==> config.mk <==
export PLATFORM = sky130hd
export DESIGN_NAME = gpio_debounce
export DESIGN_NICKNAME = d
export VERILOG_FILES = /design/src/rtl/gpio_debounce.sv
export SDC_FILE = /design/constraint.sdc
export NUM_CORES = 1
export LEC_CHECK = 0
export ABC_AREA = 1
export CORE_UTILIZATION = 45
export CTS_CLUSTER_SIZE = 16
export DETAILED_ROUTE_END_ITERATION = 10
export PLACE_DENSITY = 0.61
export SYNTH_ARGS = -nofsm -noshare
export SYNTH_HDL_FRONTEND = slang
export SYNTH_SLANG_ARGS = --single-unit
==> constraint.sdc <==
create_clock -name clk_sys_i -period 4.98 [get_ports clk_sys_i]
set_input_delay 0.996 -clock clk_sys_i [delete_from_list [all_inputs] [get_ports clk_sys_i]]
set_output_delay 0.996 -clock clk_sys_i [all_outputs]
set_load 0.01 [all_outputs]
==> src/rtl/gpio_debounce.sv <==
// Pad input conditioner: synchroniser, polarity fix, tick-based
// debounce filter and registered rise/fall event pulses per channel.
module gpio_debounce #(
    parameter int unsigned     Width       = 13,
    parameter int unsigned     SyncStages  = 2,
    parameter int unsigned     CntWidth    = 8,
    parameter int unsigned     PrescaleDiv = 30000,
    parameter logic [Width-1:0] InvertMask = '1,
    parameter logic [Width-1:0] ResetRaw   = '1
) (
    input  logic                clk_sys_i,
    input  logic                rst_sys_ni,
    input  logic [Width-1:0]    raw_i,
    input  logic [CntWidth-1:0] threshold_i,
    output logic [Width-1:0]    level_o,
    output logic [Width-1:0]    rise_o,
    output logic [Width-1:0]    fall_o,
    output logic                any_event_o,
    output logic                tick_o
);

    localparam int unsigned PreW =
        (PrescaleDiv > 1) ? $clog2(PrescaleDiv) : 1;
    localparam logic [PreW-1:0] PreMax = PreW'(PrescaleDiv - 1);
    localparam logic [Width-1:0] ResetLevel = ResetRaw ^ InvertMask;

    logic [Width-1:0]    sync_q [SyncStages];
    logic [Width-1:0]    pol_q;
    logic [Width-1:0]    pol_d;
    logic [Width-1:0]    stable_q;
    logic [Width-1:0]    stable_d;
    logic [Width-1:0]    rise_q;
    logic [Width-1:0]    rise_d;
    logic [Width-1:0]    fall_q;
    logic [Width-1:0]    fall_d;
    logic                any_q;
    logic                any_d;
    logic [PreW-1:0]     pre_q;
    logic [PreW-1:0]     pre_d;
    logic [CntWidth-1:0] cnt_q [Width];
    logic [CntWidth-1:0] cnt_d [Width];
    logic [CntWidth-1:0] thr_m1;
    logic                bypass;
    logic                tick;

    // Held low during reset so observers never see a stray tick.
    assign tick  = rst_sys_ni & (pre_q == PreMax);
    assign pre_d = tick ? '0 : pre_q + PreW'(1);

    // Polarity is applied in a register after the synchroniser.
    assign pol_d = sync_q[SyncStages-1] ^ InvertMask;

    always_ff @(posedge clk_sys_i) begin
        if (!rst_sys_ni) begin
            for (int s = 0; s < SyncStages; s++) begin
                sync_q[s] <= ResetRaw;
            end
            pol_q <= ResetLevel;
        end else begin
            sync_q[0] <= raw_i;
            for (int s = 1; s < SyncStages; s++) begin
                sync_q[s] <= sync_q[s-1];
            end
            pol_q <= pol_d;
        end
    end

    always_ff @(posedge clk_sys_i) begin
        if (!rst_sys_ni) begin
            pre_q <= '0;
        end else begin
            pre_q <= pre_d;
        end
    end

    always_comb begin
        thr_m1   = threshold_i - CntWidth'(1);
        bypass   = (threshold_i == '0);
        stable_d = stable_q;
        for (int i = 0; i < Width; i++) begin
            cnt_d[i] = cnt_q[i];
            if (pol_q[i] == stable_q[i]) begin
                cnt_d[i] = '0;
            end else if (bypass || (tick && cnt_q[i] >= thr_m1)) begin
                stable_d[i] = pol_q[i];
                cnt_d[i]    = '0;
            end else if (tick && cnt_q[i] != '1) begin
                cnt_d[i] = cnt_q[i] + CntWidth'(1);
            end
        end
        rise_d = stable_d & ~stable_q;
        fall_d = stable_q & ~stable_d;
        any_d  = |(rise_d | fall_d);
    end

    always_ff @(posedge clk_sys_i) begin
        if (!rst_sys_ni) begin
            for (int i = 0; i < Width; i++) begin
                cnt_q[i] <= '0;
            end
            stable_q <= ResetLevel;
            rise_q   <= '0;
            fall_q   <= '0;
            any_q    <= 1'b0;
        end else begin
            for (int i = 0; i < Width; i++) begin
                cnt_q[i] <= cnt_d[i];
            end
            stable_q <= stable_d;
            rise_q   <= rise_d;
            fall_q   <= fall_d;
            any_q    <= any_d;
        end
    end

    assign level_o     = stable_q;
    assign rise_o      = rise_q;
    assign fall_o      = fall_q;
    assign any_event_o = any_q;
    assign tick_o      = tick;

endmodule

Yosys cells after proc, flatten, opt, wreduce, memory -nomap -nowiden
Memory sizes are Yosys's and may differ from the RTL's.
Index checks and enable logic that the tools add are counted.
- bits in registers: 68
- word-level logic and storage cells: 210
- bits of input ports: 23
- bits in writable memories: 130
- memories kept: 2
- memory list (memory ; depth ; bits a word ; rd ports ; clocked after Yosys merged registers in ; write ports ; RTL line ; text):
    cnt_q ; 13 ; 8 ; 13 ; 0 ; 13 ; 40 ; logic [CntWidth-1:0] cnt_q [Width];
    sync_q ; 2 ; 13 ; 2 ; 0 ; 2 ; 27 ; logic [Width-1:0] sync_q [SyncStages];
- add/subtract/negate cells: 15
- magnitude comparators: 13
- muxes and demuxes: 82
- bitwise logic cells: 23
- reductions and logical operators: 42
- equal/unequal tests: 27
- operator list (kind ; number):
    $mux W8 ; 52
    $add A8 B1 Y8 const B ; 13
    $ge A8 B8 Y1 ; 13
    $ne A8 B8 Y1 const B ; 13
    $not A13 Y13 ; 3
    $mux W1 ; 28
    $and A13 B13 Y13 ; 2
    $logic_and A1 B1 Y1 ; 26
    $mux W13 ; 2
    $add A15 B1 Y15 const B ; 1
    $eq A15 B15 Y1 const B ; 1
    $or A1 B1 Y1 ; 15
    $eq A1 B1 Y1 ; 13
    $logic_or A1 B1 Y1 ; 13
    $or A13 B13 Y13 ; 1
    $reduce_or A13 Y1 ; 1
    $logic_not A8 Y1 ; 1
    $sub A8 B1 Y8 const B ; 1
    $reduce_or A2 Y1 ; 1
    $and A1 B1 Y1 ; 1
    $not A1 Y1 ; 1

Longest topological paths before layout
Gate-level depths: netlist (run 1).
- depth in word-level cells: 10
- depth in mapped cells: 21
- depth with buffers taken out: 21

Worst setup path after synthesis (run 1)
OpenSTA, ideal clock, no wires.
- kind: input port to flip-flop
- start: in threshold_i[0]
- end: reg any_q (netlist: any_event_o)
- slack: 1138 ps
- data required time: 4845 ps
- arrival: 3707 ps
- cell stages on the path: 17
- cell sequence: inv_1 -> ha_1 -> nand2_1 -> xor2_1 -> ha_1 -> nand2_1 -> inv_1 -> nand2_1 -> nand2_1 -> nand2_2 -> nand3_1 -> nand2_2 -> inv_2 -> ha_1 -> nand4_1 -> nor3_1 -> a31oi_1
- cells in the longest elaborated chain, start to end: 10
- elaborated cells between the ends (all ways): 72
- those cells by class: add/sub: 1; order compare: 13; mux: 26; bitwise: 4; reduce/logical: 28
- ends and longest elaborated chain (what ; RTL line ; text):
    start: declaration ; 14 ; input logic [CntWidth-1:0] threshold_i,
    $sub A8 B1 Y8 ; 77 ; thr_m1 = threshold_i - CntWidth'(1);
    $ge A8 B8 Y1 ; 84 ; end else if (bypass || (tick && cnt_q[i] >= thr_m1)) begin
    $logic_and A1 B1 Y1 ; 84 ;
    $logic_or A1 B1 Y1 (*) ; 84 ;
    $mux W1 (*) ; 84 ;
    $mux W1 (*) ; 82 ; if (pol_q[i] == stable_q[i]) begin
    net stable_d[8] ; 31 ; logic [Width-1:0] stable_d;
    $not A13 Y13 ; 92 ; fall_d = stable_q & ~stable_d;
    $and A13 B13 Y13 ; 92 ;
    $or A13 B13 Y13 (*) ; 93 ; any_d = |(rise_d | fall_d);
    $reduce_or A13 Y1 (*) ; 93 ;
    end signal: assignment ; 112 ; any_q <= any_d;
    end: declaration ; 36 ; logic any_q;
The timed path passes the listed nets; every way through them passes the cells marked *.
A chain may end at the register's enable or synchronous reset.

Final worst setup path (run 1)
Same ends and word-level chain as after synthesis.

==> impl_summary.txt, run 1 <==
----------------------------------------------------
[Run status]
  Result of the run ... complete, no violations

[GRT]
  Via count of the first global-routing pass ... 9713
  Overall overflow remaining after global route ... 0
  Pin count of the biggest net entering global routing ... 55
  All-layer global routing usage ... 0.220
  Global-route wire length before repair ... slightly below 50000 um
  Antenna violations before repair ... 0

[Setup path]
  Critical Path Source ... threshold_i[0]
  Slowest stage delay, CP ... about 0.84 ns
  Crit path required time ... between 5 and 6 ns
  Startpoint class of the critical path ... input pin
  R2R Path Start ... pre_q[0]
  Worst path buffer plus inverter count ... 3
  Highest fanout seen on the critical path ... 13
  Cell class contributing the biggest share of worst-path delay ... adder cells
  List of cells traversed by the critical path ... clkdlybuf4s50_1 > inv_1 > ha_1 > ha_1 > nand2_1 > nand2_1 > nand2_1 > nand2_1 > nand2_1 > nand2_1 > nand2_1 > nand2_1 > nand2_2 > nand3_1 > nand2_2 > inv_1 > ha_1 > nand4_1 > nor3_1 > a31oi_1
  Number of cells on the worst reg-to-reg path ... 19
  Worst reg2reg setup slack ... 1.87 ns
  CP arrival ... 4.22 ns
  Kind of critical path ... in -> reg
  Most common cell on crit path ... sky130_fd_sc_hd__nand2_1
  Critical path endpoint category ... register
  CP max stage cell ... sky130_fd_sc_hd__ha_1
  Critical register-to-register path endpoint ... any_event_o

[Placed design]
  Final weighted congestion of routability-driven global placement ... 0.842
  Number of port buffers ... between 60 and 70
  Post-DP HPWL ... 19900 um

[Clocking]
  Setup bufs post-CTS ... 0
  Clock buffer count from CTS ... 17
  Root buffer cell ... sky130_fd_sc_hd__clkbuf_16
  Clock Pin Slew Worst Setup and Hold Paths ... approximately 0.08 ns
  Maximum clock path buffer count ... 2
  Worst-skew pair later-pin latency ... ~0.45 ns
  Hold Buf Count CTS ... 0
  Num Clock Sinks ... between 150 and 200
  H-Tree Level Count ... 4
  CTS tree ... built
  Number of gates given a new drive strength after cts ... 0

[Power and ir drop]
  Comb power frac ... 0.065
  Power Internal ... ~2.5 mW
  Sw Share ... 0.247
  Leakage dissipation ... ~6.5 nW
  Worst voltage drop across the vdd grid ... 0.190 mV
  Pwr dens ... between 200 and 250 nW/um^2
  Share of total power in sequential cells ... 0.480
  Clock power share ... 0.455
  Net Sw Power ... 0.824 mW

[Min path]
  Worst Hold Endpoint ... pol_q[3]
  Hold/Removal Path Class ... reg -> reg
  Hold path depth ... 1
  Worst hold start ... sync_q[0][16]

[STA]
  Final Cycle Share ... 0.787
  Number of pins exceeding their max-slew limit in the final report ... 0
  Unrepaired setup endpoints after global routing ... false
  Max Clock Freq ... around 260 MHz
  Final count of negative-setup-slack endpoints ... 0
  Worst hold slack after final layout ... around 0.38 ns
  Relative slew margins ... 0.440
  Count of endpoints failing hold in the final timing report ... 0
  Post-route minimum period ... approximately 4 ns
  Setup TNS Final ... 0 ns
  Layout Skew ... ~0.012 ns
  Pin slew with the least headroom to its limit ... ~0.84 ns

[Floorplanning]
  # IOs ... between 60 and 70
  Die width ... roughly 170 um
  Total Die Area ... between 20000 and 30000 um^2
  Initial Utilization ... 0.462
  Die Height ... 166 um
  Num rows ... just under 60
  Total core area ... between 20000 and 30000 um^2

[Synth]
  Synthesized net count ... about 1900
  Unique masters post-synth ... 35
  Multiplexer area fraction after synthesis ... 0
  Parity-gate share of the synthesized area counting xor and xnor cells ... 0.0771
  Main combinational cell family by area after synthesis ... simple AND/OR/NAND/NOR gates
  Number of cells produced by synthesis ... approximately 1700
  Compound-Gate Fraction of Synth Area ... 0.0170
  Synth warnings ... 0
  Post-synthesis share of cell area spent on full adders, half adders and majority gates ... 0.124
  Avg Synthesized Cell Area ... between 7 and 8 um^2
  Area share of and/or/nand/nor cells after synthesis ... 0.339
  Post-Synthesis Cell Area ... about 12000 um^2
  Sequential share of the synthesized area ... 0.326
  #FFs+latches synth ... a little under 200

[Run]
  # Max-Cap Violations ... 0

[Layout]
  ANT cells ... 0
  Multi-input combinational cell area ... a little under 7000 um^2
  Share of the core filled with cells ... 0.525
  Count of nets after finishing ... about 1900
  Number of inserted filler cells in the final layout ... roughly 2600
  Flip-flop and latch area ... roughly 4000 um^2
  Share of cells above drive strength 1 ... 0.0831
  Area added between synthesis and finish ... 13.5%

[Routing]
  Total via count in the routed design ... 10115
  Antenna-violating nets left ... 0
  Count of unresolved DRC violations after routing ... 0
  Wire length per cell after detailed routing ... between 10 and 15 um
  Average vias per placed instance ... ~4.7
  Total wire length ... about 29000 um
  Drt initial violations ... between 500 and 600
  First-pass DRT Iterations ... 5

----------------------------------------------------
[state kept, by name (all words and copies together), names as in the netlist]
register     count
pre_q           15
cnt_q          104
any_event_o      1
sync_q          26
pol_q           13
level_o         13
rise_o          13
fall_o          13
[routing by layer]
layer  vias to the layer above  share of wire  global-route usage
met5                         -              0                   0
met4                         0          0.016              0.0636
met3                        32          0.050              0.0357
met2                       190           0.44               0.365
met1                      4460           0.49               0.294
li1                       5433              -                   -
[cells in the mapped netlist, drive strengths merged]
library cell  instances  area share
clkbuf                8      0.0025
nor3                 27       0.011
nand2               450        0.14
o22ai                 3      0.0015
a21oi                20      0.0082
o21a                  1     0.00062
buf                  22       0.013
inv                 328        0.10
nor3b                 3      0.0019
o21bai                1     0.00062
xor2                 63       0.045
nand3               155       0.065
ha                  120        0.12
a31oi                 1     0.00052
xnor2                44       0.032
nor2                219       0.073
dfxtp               198        0.33
nand4                30       0.028
or2                  28       0.014
nor4                  1      0.0010
o21ai                11      0.0055
[how the worst max path moves through the flow]
stage | endpoint | slack, ns | cells past startpoint
CTS | any_event_o | 1.07 | 20
global placement | any_event_o | 0.63 | 20
finish | any_event_o | 1.06 | 20
floorplan | any_event_o | 1.14 | 17
global route | any_event_o | 0.68 | 20
detailed placement | any_event_o | 0.61 | 20
[cell families (layout without fill, tap and decap cells)]
family                     after synthesis  count (layout)
and+or+nand+nor                        913             913
buffers and inverters                  358             442
DFF                                    198             198
adders and majority gates              120             120
xor gates and xnor gates               107             107
AOI/OAI and AO/OA                       37              37
[cell usage in the layout, fill, tap and decap left out, types with 2 or more instances in the layout]
cell | synthesis | layout
sky130_fd_sc_hd__nand4_1 | 20 | 20
sky130_fd_sc_hd__nor2_2 | 15 | 15
sky130_fd_sc_hd__nand2_2 | 26 | 26
sky130_fd_sc_hd__nand2_1 | 424 | 424
sky130_fd_sc_hd__inv_8 | 0 | 3
sky130_fd_sc_hd__a21oi_1 | 20 | 20
sky130_fd_sc_hd__xnor2_1 | 44 | 43
sky130_fd_sc_hd__clkbuf_8 | 0 | 2
sky130_fd_sc_hd__dfxtp_1 | 198 | 198
sky130_fd_sc_hd__o22ai_1 | 3 | 3
sky130_fd_sc_hd__nand3_1 | 154 | 154
sky130_fd_sc_hd__clkbuf_16 | 0 | 17
sky130_fd_sc_hd__inv_2 | 13 | 14
sky130_fd_sc_hd__or2_2 | 27 | 27
sky130_fd_sc_hd__nand4_4 | 10 | 10
sky130_fd_sc_hd__o21ai_1 | 5 | 5
sky130_fd_sc_hd__nor2_1 | 201 | 201
sky130_fd_sc_hd__buf_4 | 3 | 19
sky130_fd_sc_hd__clkdlybuf4s50_1 | 0 | 62
sky130_fd_sc_hd__nor3b_1 | 3 | 3
sky130_fd_sc_hd__ha_1 | 120 | 120
sky130_fd_sc_hd__o21ai_0 | 5 | 5
sky130_fd_sc_hd__bufinv_16 | 0 | 3
sky130_fd_sc_hd__xor2_1 | 63 | 63
sky130_fd_sc_hd__inv_1 | 315 | 314
sky130_fd_sc_hd__inv_6 | 0 | 4
sky130_fd_sc_hd__clkinv_4 | 0 | 2
sky130_fd_sc_hd__nor3_1 | 27 | 27
sky130_fd_sc_hd__nor2_4 | 2 | 2
[through the flow]
stage | power [mW] | setup WS [ns] | area, um^2 | cells
4_1_cts | 3.37 | 1.07 | 13800 | 2152
2_1_floorplan | 1.77 | 1.14 | 12100 | 1733
3_3_place_gp | 1.85 | 0.634 | 13200 | 2120
3_5_place_dp | 1.86 | 0.608 | 13200 | 2120
5_1_grt | 3.46 | 0.677 | 13800 | 2152
6_report | 3.34 | 1.06 | 13800 | 2152
[worst reg2reg max path, stage by stage, from the launching register on]
cell and delay, ns:
sky130_fd_sc_hd__dfxtp_1 0.36, sky130_fd_sc_hd__ha_1 0.17, sky130_fd_sc_hd__nand2_1 0.08, sky130_fd_sc_hd__inv_2 0.06, sky130_fd_sc_hd__nand2_2 0.08, sky130_fd_sc_hd__nor2_4 0.12, sky130_fd_sc_hd__nand3_4 0.11, sky130_fd_sc_hd__nor2_8 0.44
sky130_fd_sc_hd__buf_4 0.33, sky130_fd_sc_hd__nand2_1 0.08, sky130_fd_sc_hd__nor2_1 0.11, sky130_fd_sc_hd__nand2_1 0.11, sky130_fd_sc_hd__nand2_1 0.07, sky130_fd_sc_hd__nand2_1 0.06, sky130_fd_sc_hd__nand2_1 0.09, sky130_fd_sc_hd__inv_1 0.06
sky130_fd_sc_hd__ha_1 0.27, sky130_fd_sc_hd__nand4_1 0.10, sky130_fd_sc_hd__nor3_1 0.18, sky130_fd_sc_hd__a31oi_1 0.09
[power groups by stage]
stage	Combinational, mW	Sequential, mW	Clock (mW)
final	0.217	1.60	1.52
after global routing	0.247	1.61	1.61
after CTS	0.218	1.60	1.55
after detailed placement	0.217	1.64	0
after global placement	0.213	1.64	0
after floorplan	0.133	1.64	0
[cell type report]
type                       instances  area share
inverter                         328      0.0893
clock inverter                    13      0.0132
tap                              335      0.0304
timing repair buffer              82      0.0557
sequential                       198       0.288
multi-input combinational       1177       0.491
clock buffer                      19      0.0329
(Power assumes the default switching activity.)
==> inputs of run 2 (changes only) <==
clock period = 3.7 ns   (was 4.98 ns; I/O delays follow)
==> run 2 against run 1 <==
  * Combinational power grew 48%
  * Sequential power grew 35%
  * Register-to-register slack lost 1.2 ns
  * Critical path depth shrank 11
  * Final cell count grew 1.5%
  * First-iteration DRC count grew 19%
==> impl_summary.txt, run 2 (synthesis gave the netlist of run 1 again) <==
----------------------------------------------------
[Run status]
  Result of the run ... complete, no violations

[Layout]
  Biggest registers after layout ... cnt_q (104), sync_q (26), pre_q (15)
  Most used cells in the layout excluding fill and tap cells ... sky130_fd_sc_hd__nand2_1 (424), sky130_fd_sc_hd__inv_1 (314), sky130_fd_sc_hd__nor2_1 (201)
  Most common cell after layout, fill and taps aside ... sky130_fd_sc_hd__nand2_1
  Area added between synthesis and finish ... 16.1%
  Count of nets after finishing ... 1980 (+1.7%)
  Largest register by flop count ... cnt_q
  ANT cells ... 0 (unchanged)
  Multi-input combinational cell area ... 6770 um^2 (unchanged)
  Flip-flop and latch area ... 3960 um^2 (unchanged)
  Number of inserted filler cells in the final layout ... 2581 (+0.90%)
  Share of cells above drive strength 1 ... 0.0995 (+0.0164)
  Number of flip-flops in the largest register ... 104 (unchanged)
  Final design instance area without fill ... 14100 um^2 (+2.3%)
  Share of the core filled with cells ... 0.537 (+0.0120)

[Floorplanning]
  Total core area ... 26300 um^2 (unchanged)
  Die Height ... 166 um (unchanged)
  Initial Utilization ... 0.462 (unchanged)
  Total Die Area ... 27700 um^2 (unchanged)
  Die width ... 166 um (unchanged)
  # IOs ... 64 (unchanged)
  Num rows ... 59 (unchanged)

[STA]
  Final Cycle Share ... 0.906
  Count of endpoints failing hold in the final timing report ... 0 (unchanged)
  Worst hold slack after final layout ... 0.385 ns (+0.00141 ns)
  Pin slew with the least headroom to its limit ... 0.650 ns (-0.190 ns)
  Unrepaired setup endpoints after global routing ... false
  Layout Skew ... 0.0163 ns (+0.00466 ns)
  Post-route minimum period ... 3.35 ns
  Final count of negative-setup-slack endpoints ... 0 (unchanged)
  Relative slew margins ... 0.567 (+0.127)
  Number of pins exceeding their max-slew limit in the final report ... 0 (unchanged)
  Max Clock Freq ... 298 MHz

[Routing]
  Total wire length ... 28800 um (-0.59%)
  Antenna-violating nets left ... 0 (unchanged)
  Wire length per cell after detailed routing ... 13.2 um (-2.1%)
  Total via count in the routed design ... 10370 (+2.5%)
  Drt initial violations ... 647 (+19%)
  Count of unresolved DRC violations after routing ... 0 (unchanged)
  First-pass DRT Iterations ... 5 (unchanged)
  Average vias per placed instance ... 4.75 (+0.97%)

[Clocking]
  H-Tree Level Count ... 4 (unchanged)
  CTS tree ... built
  Num Clock Sinks ... 198 (unchanged)
  Clock buffer count from CTS ... 17 (unchanged)
  Setup bufs post-CTS ... 0 (unchanged)
  Worst-skew pair later-pin latency ... 0.44 ns (about the same)
  Number of gates given a new drive strength after cts ... 0 (unchanged)
  Maximum clock path buffer count ... 2 (unchanged)
  Hold Buf Count CTS ... 0 (unchanged)
  Root buffer cell ... sky130_fd_sc_hd__clkbuf_16
  Clock Pin Slew Worst Setup and Hold Paths ... 0.08 ns (about the same)

[GRT]
  All-layer global routing usage ... 0.220 (-0.000517)
  Via count of the first global-routing pass ... 9814 (+1.0%)
  Pin count of the biggest net entering global routing ... 55 (unchanged)
  Antenna violations before repair ... 0 (unchanged)
  Overall overflow remaining after global route ... 0 (unchanged)
  Global-route wire length before repair ... 48900 um (+0.77%)

[Setup path]
  Highest fanout seen on the critical path ... 22 (+9)
  Crit path required time ... 2.96 ns (-2.32 ns)
  Startpoint class of the critical path ... register
  Kind of critical path ... reg -> out
  Critical path endpoint category ... output port
  CP arrival ... 2.61 ns (-1.61 ns)

[Placed design]
  Post-DP HPWL ... 20600 um (+3.2%)
  Number of port buffers ... 63 (unchanged)
  Final weighted congestion of routability-driven global placement ... 0.823 (-2.3%)
  Placed inst area ... 13500 um^2 (+2.6%)

[Power and ir drop]
  Pwr dens ... 311 nW/um^2 (+28%)
  Worst voltage drop across the vdd grid ... 0.284 mV (+49%)
  Leakage dissipation ... 6.61 nW (+2.4%)

[Min path]
  Hold/Removal Path Class ... reg -> reg

[Run]
  # Max-Cap Violations ... 0 (unchanged)

----------------------------------------------------
## run 2: final cells by class
type / instances / share of cell area
inverters: 328 / 0.0873
well taps: 335 / 0.0297
multi-input cells: 1177 / 0.480
repair buffers: 115 / 0.0791
clock buffers: 17 / 0.0302
clock inverters: 15 / 0.0126
flip-flops and latches: 198 / 0.281
## run 2: worst paths after layout
kind	start	end	slack, ns	cells past startpoint
max	pre_q[0]	tick_o	0.35	9
min	sync_q[0][21]	pol_q[8]	0.38	1
max reg2reg	pre_q[0]	any_event_o	0.72	19
min reg2reg	sync_q[0][21]	pol_q[8]	0.38	1
## run 2: stage by stage
stage / std cells / power [mW] / setup WS (ns) / setup TNS, ns
after floorplan: 1733 / 2.39 / 0.114 / 0
after global placement: 2153 / 2.53 / -0.0232 / -0.0232
after detailed placement: 2153 / 2.54 / -0.149 / -0.149
after CTS: 2185 / 4.43 / 0.294 / 0
after global routing: 2185 / 4.55 / 0.0646 / 0
final: 2185 / 4.38 / 0.348 / 0
## run 2: power breakdown
group / switching [mW] / internal [mW]
logic: 0.187 / 0.134
registers: 0.00916 / 2.15
clock network: 0.983 / 0.919
## run 2: metal layers
| layer | track usage | up-vias | wire [um] |
|---|---|---|---|
| met1 | 0.294 | 4643 | 14200 |
| met4 | 0.0572 | 0 | 429 |
| li1 | - | 5517 | - |
| met3 | 0.0348 | 30 | 1160 |
| met2 | 0.367 | 180 | 12900 |
| met5 | 0 | - | 0 |
## run 2: critical path: stages (launching register included)
cell	delay (ns)
sky130_fd_sc_hd__dfxtp_1	0.36
sky130_fd_sc_hd__ha_1	0.17
sky130_fd_sc_hd__nand2_1	0.08
sky130_fd_sc_hd__inv_2	0.07
sky130_fd_sc_hd__nand2_2	0.08
sky130_fd_sc_hd__nor2_4	0.12
sky130_fd_sc_hd__nand3_4	0.12
sky130_fd_sc_hd__nor2_8	0.34
sky130_fd_sc_hd__buf_4	0.27
sky130_fd_sc_hd__clkdlybuf4s50_1	0.56
==> inputs of run 3 (changes only) <==
TNS_END_PERCENT = 50   (was default)
==> results of run 3 <==
Final layout, timing and power as in run 2 (identical DEF).
